===== src/rtl/pipelined_comparator.sv =====
// pipelined_comparator: compares two WIDTH-bit operands one CHUNK-bit slice per
// stage, most significant slice first, and carries the running EQ/GT state down
// the pipeline. It supports signed and unsigned ordering, a valid/ready handshake
// with whole-pipeline stall, and a sideband tag that travels with each compare.
// Optional macro PIPELINED_COMPARATOR_FLUSH_EN adds a 'flush' input. Flush drops
// every in-flight request, for example results from a mispredicted path.
module pipelined_comparator #(
  parameter int WIDTH = 32,
  parameter int CHUNK = 8,
  parameter int TAG_W = 5
) (
  input  logic             clock,
  input  logic             reset,
  input  logic             in_valid,
  output logic             in_ready,
  input  logic [WIDTH-1:0] in_a,
  input  logic [WIDTH-1:0] in_b,
  input  logic             in_signed,
  input  logic [TAG_W-1:0] in_tag,
  output logic             out_valid,
  input  logic             out_ready,
  output logic             out_eq,
  output logic             out_gt,
  output logic             out_lt,
  output logic [TAG_W-1:0] out_tag
`ifdef PIPELINED_COMPARATOR_FLUSH_EN
  ,
  input  logic             flush
`endif
);

  localparam int STAGES = WIDTH / CHUNK;

  // Flipping the sign bit of both operands maps two's-complement order onto
  // unsigned order, so every stage below can use plain unsigned slice compares.
  localparam logic [WIDTH-1:0] SIGN_MASK = {1'b1, {(WIDTH-1){1'b0}}};

  logic w_advance;
  logic w_flush;
  logic w_accept;

  logic             r_valid [STAGES];
  logic             r_eq    [STAGES];
  logic             r_gt    [STAGES];
  logic [TAG_W-1:0] r_tag   [STAGES];

`ifdef PIPELINED_COMPARATOR_FLUSH_EN
  assign w_flush = flush;
`else
  assign w_flush = 1'b0;
`endif

  // The whole pipeline moves together. It stalls only when a finished result
  // is waiting and the consumer is not taking it.
  assign w_advance = !r_valid[STAGES-1] || out_ready;
  assign in_ready  = w_advance && !w_flush;
  assign w_accept  = in_valid && in_ready;

  for (genvar k = 0; k < STAGES; k++) begin : g_stage
    // Operand bits still to be compared when a request enters stage k.
    localparam int OPW = WIDTH - k * CHUNK;

    logic [OPW-1:0]   w_a;
    logic [OPW-1:0]   w_b;
    logic             w_validIn;
    logic             w_eqIn;
    logic             w_gtIn;
    logic [TAG_W-1:0] w_tagIn;
    logic [CHUNK-1:0] w_sliceA;
    logic [CHUNK-1:0] w_sliceB;
    logic             w_eq;
    logic             w_gt;

    if (k == 0) begin : g_head
      assign w_a       = in_signed ? (in_a ^ SIGN_MASK) : in_a;
      assign w_b       = in_signed ? (in_b ^ SIGN_MASK) : in_b;
      assign w_validIn = w_accept;
      assign w_eqIn    = 1'b1;
      assign w_gtIn    = 1'b0;
      assign w_tagIn   = in_tag;
    end else begin : g_body
      assign w_a       = g_stage[k-1].g_carry.r_a;
      assign w_b       = g_stage[k-1].g_carry.r_b;
      assign w_validIn = r_valid[k-1];
      assign w_eqIn    = r_eq[k-1];
      assign w_gtIn    = r_gt[k-1];
      assign w_tagIn   = r_tag[k-1];
    end

    assign w_sliceA = w_a[OPW-1 -: CHUNK];
    assign w_sliceB = w_b[OPW-1 -: CHUNK];
    assign w_eq     = w_eqIn && (w_sliceA == w_sliceB);
    assign w_gt     = w_gtIn || (w_eqIn && (w_sliceA > w_sliceB));

    // Stage state: the valid bit is cleared by reset or flush; otherwise it moves with the pipeline.
    always_ff @(posedge clock) begin
      if (reset) begin
        r_valid[k] <= 1'b0;
        r_eq[k]    <= 1'b0;
        r_gt[k]    <= 1'b0;
        r_tag[k]   <= '0;
      end else if (w_flush) begin
        r_valid[k] <= 1'b0;
      end else if (w_advance) begin
        r_valid[k] <= w_validIn;
        r_eq[k]    <= w_eq;
        r_gt[k]    <= w_gt;
        r_tag[k]   <= w_tagIn;
      end
    end

    // Only the slices that later stages still need are carried forward.
    if (k < STAGES - 1) begin : g_carry
      logic [OPW-CHUNK-1:0] r_a;
      logic [OPW-CHUNK-1:0] r_b;

      // Remaining operand bits move with the pipeline; they carry no reset because valid qualifies them.
      always_ff @(posedge clock) begin
        if (w_advance) begin
          r_a <= w_a[OPW-CHUNK-1:0];
          r_b <= w_b[OPW-CHUNK-1:0];
        end
      end
    end
  end

  assign out_valid = r_valid[STAGES-1];
  assign out_eq    = r_eq[STAGES-1];
  assign out_gt    = r_gt[STAGES-1];
  assign out_lt    = r_valid[STAGES-1] && !r_eq[STAGES-1] && !r_gt[STAGES-1];
  assign out_tag   = r_tag[STAGES-1];

endmodule


===== config.mk =====
export PLATFORM = sky130hd
export DESIGN_NAME = pipelined_comparator
export DESIGN_NICKNAME = d
export VERILOG_FILES = /design/src/rtl/pipelined_comparator.sv
export SDC_FILE = /design/constraint.sdc
export NUM_CORES = 1
export LEC_CHECK = 0
export ABC_AREA = 1
export ABC_CLOCK_PERIOD_IN_PS = 7700
export BUFFER_PORTS_ARGS = -buffer_cell sky130_fd_sc_hd__buf_2
export CORE_MARGIN = 2
export CORE_UTILIZATION = 60
export CTS_CLUSTER_DIAMETER = 50
export CTS_CLUSTER_SIZE = 30
export DETAILED_ROUTE_END_ITERATION = 16
export MAX_ROUTING_LAYER = met4
export PLACE_DENSITY = 0.94
export SYNTH_ARGS = -nofsm -noshare
export SYNTH_HDL_FRONTEND = slang
export SYNTH_SLANG_ARGS = --single-unit

===== constraint.sdc =====
create_clock -name clock -period 7.7 [get_ports clock]
set_clock_uncertainty 0.2 [all_clocks]
set_input_delay 0.77 -clock clock [delete_from_list [all_inputs] [get_ports clock]]
set_output_delay 0.77 -clock clock [all_outputs]
set_load 0.01 [all_outputs]

==> impl_metrics.json <==
{
  "status": "completed",
  "ctsHoldBuffers": 0,
  "die-area_sq_um": 9186,
  "wl_met1_um": 2975,
  "syn_to_final_growth_pct": 22.18,
  "yosysWarnings": 0,
  "cts_resized": 0,
  "period_share_pct": 32.80,
  "path_depth": 2,
  "peakVddDrop_mv": 0.2022,
  "wire_per_inst_um": 13.27,
  "via_count": 2773,
  "crit_type": "reg -> out",
  "grt_pass1_vias": 2718,
  "dieWidth_um": 95.85,
  "clock.fmax_mhz": 395.9,
  "drtIter0Drc": 168,
  "worstSetupStartpoint": "r_valid[3]",
  "antenna_found_initial": 0,
  "synth_cells": 348,
  "tns_ps": 0,
  "worstSetupStartpointType": "flip-flop",
  "fill_cells": 454,
  "grt_max_degree": 73,
  "worst_pin_slew_ps": 840.2,
  "port_buffers": 83,
  "rsz0062_at_grt": "false",
  "ys_ff_latch": 128,
  "core_sq_um": 8217,
  "synth-main-ff-cell": "edfxtp_1",
  "start_util_pct": 61.60,
  "reg2reg_depth": 2,
  "routabilityCongestion": 0.7070,
  "syn_area_sq_um": 5061,
  "maxCapViolCount": 0,
  "synth_most_common_cell": "edfxtp_1",
  "slowest_stage": "edfxtp_1",
  "cts_root_buffer": "clkbuf_8",
  "yosys.area.top_type_share_pct": 75.95,
  "grt_use_total_pct": 18.64,
  "final_net_count": 555,
  "wl_um": 7524,
  "synthArstFlopShare_pct": 0,
  "end_kind": "primary output",
  "slew_viol_final": 0,
  "worst-path-buf-inv": 1,
  "overflow": 0,
  "hpwl_um": 5029,
  "cts.reportedPaths.clkPinSlew_ps": 60,
  "dp_slack_ps": 5135,
  "path_cells": "nand2_4, buf_2",
  "rrSetupSlack_ps": 5520,
  "wl_met3_um": 425,
  "ios": 84,
  "met2_length_um": 4063,
  "crit_required_ps": 6730,
  "cts_max_level": 4,
  "syn-mean-instance-area_sq_um": 14.54,
  "synth_nets": 454,
  "crit_family": "flip-flops",
  "tritoncts": "yes",
  "clkLatencyLatePin_ps": 510,
  "hold_path_startpoint": "g_stage[0].g_carry.r_a[7]",
  "synth_common_cells": "128 x edfxtp_1, 74 x inv_1, 40 x nand2_1, 35 x nor2_1, 32 x ha_1",
  "final_util_pct": 75.26,
  "synth_cell_types": 22,
  "synth_top_area_cell": "edfxtp_1",
  "viasPerCell": 4.891,
  "antenna_left": 0,
  "worst_slack_ps": 5174,
  "std_cell_rows": 33,
  "grt_pass1_wl_um": 11990,
  "worstSetupEndpoint": "in_ready",
  "r2r_start": "r_valid[3]",
  "setup_viol": 0,
  "cts_sinks": 128,
  "arrival_ps": 1560,
  "drc_errors": 0,
  "cts_setup_buffers": 0,
  "ys_seq_area_share_pct": 75.95,
  "holdPathStages": 0,
  "cts_buffers": 17,
  "synth_edf_count": 128,
  "drt_pass1_iterations": 4,
  "synth_area_leaders": "edfxtp_1 76%, ha_1 7.9%, inv_1 5.5%",
  "hold_viol": 0,
  "slew_headroom_pct": 43.99,
  "powerDensity_nw_per_um2": 273.5,
  "hp-class": "reg -> reg",
  "r2r-end": "g_stage[2].g_carry.r_a[4]",
  "power.leakage_uw": 0.002790,
  "dieHeight_um": 95.85,
  "max_stage_delay_ps": 490,
  "highest_layer": "met4",
  "diodes": 0,
  "min_period_ps": 2526,
  "drive_above_1_share_pct": 27.27,
  "clock_tree.buffer_depth": 2,
  "path_max_fanout": 28
}
## cell families after synthesis
family	synth area share [%]
compound gates	2.645
flops	75.95
fa+ha+maj	7.911
simple gates	7.145
xor+xnor	0.3462
buf+inv	6.007
## worst register-to-register path, stage by stage, from the launching register on
cell      delay (ps)
edfxtp_1         490
nand2_4          340
buf_4            750
## area by class of cell
type / count / area [sq um] / share of cell area, %
Sequential cell: 128 / 3844 / 62.16
Timing Repair Buffer: 85 / 430.4 / 6.961
Clock buffer: 18 / 417.9 / 6.758
Clock inverter: 14 / 163.9 / 2.651
Multi-Input combinational cell: 143 / 918.4 / 14.85
Inverter: 74 / 277.8 / 4.492
Tap cell: 105 / 131.4 / 2.125
## flip-flops by register name, summed over array words and instances, names as in the netlist
| signal | flops |
|---|---|
| r_gt | 4 |
| r_valid | 4 |
| r_eq | 4 |
| g_stage.g_carry.r_b | 48 |
| g_stage.g_carry.r_a | 48 |
| r_tag | 20 |
## report_power, final
group / switching [uW] / total [uW] / internal (uW)
Sequential: 13.3 / 829 / 815
Clock: 274 / 765 / 491
Combinational: 54.5 / 97.6 / 43.1
## metrics by stage
step	power [uW]	hold slack, ps	cell area, sq um	std cells
after global placement	927.7	200.6	5602	535
after floorplan	898.4	200.3	5061	348
after detailed placement	938.3	204.5	5602	535
after global routing	1759	208.3	6183	567
final	1691	215.9	6183	567
after CTS	1706	210.9	6183	567
## placed cells by master (no fill, tap or decap), types with 2 or more instances in the layout
cell type and n:
a21o_2 2, a21oi_1 14, a21oi_2 3, buf_2 83, buf_4 2, bufinv_16 3, clkbuf_16 16, clkinv_1 2
clkinv_2 2, clkinvlp_4 4, edfxtp_1 128, ha_1 32, inv_1 74, inv_6 2, nand2_1 40, nand3_1 2
nor2_1 35, nor2_2 3, nor3_2 2
## routing by layer
layer  vias to the layer above  track usage (%)
met1                      1307            20.66
met5                         -                -
met4                         0            6.548
li1                       1380                -
met3                         8            6.108
met2                        78            31.76
## how the worst min path moves through the flow
stage	endpoint	slack, ps
4_1_cts	g_stage[0].g_carry.r_a[1]	210
6_report	g_stage[1].g_carry.r_a[7]	220
5_1_grt	g_stage[0].g_carry.r_b[2]	210
3_3_place_gp	g_stage[1].g_carry.r_b[8]	200
3_5_place_dp	g_stage[1].g_carry.r_a[7]	200
2_1_floorplan	g_stage[1].g_carry.r_a[0]	200
No activity file was read; power rests on OpenSTA's default activity.
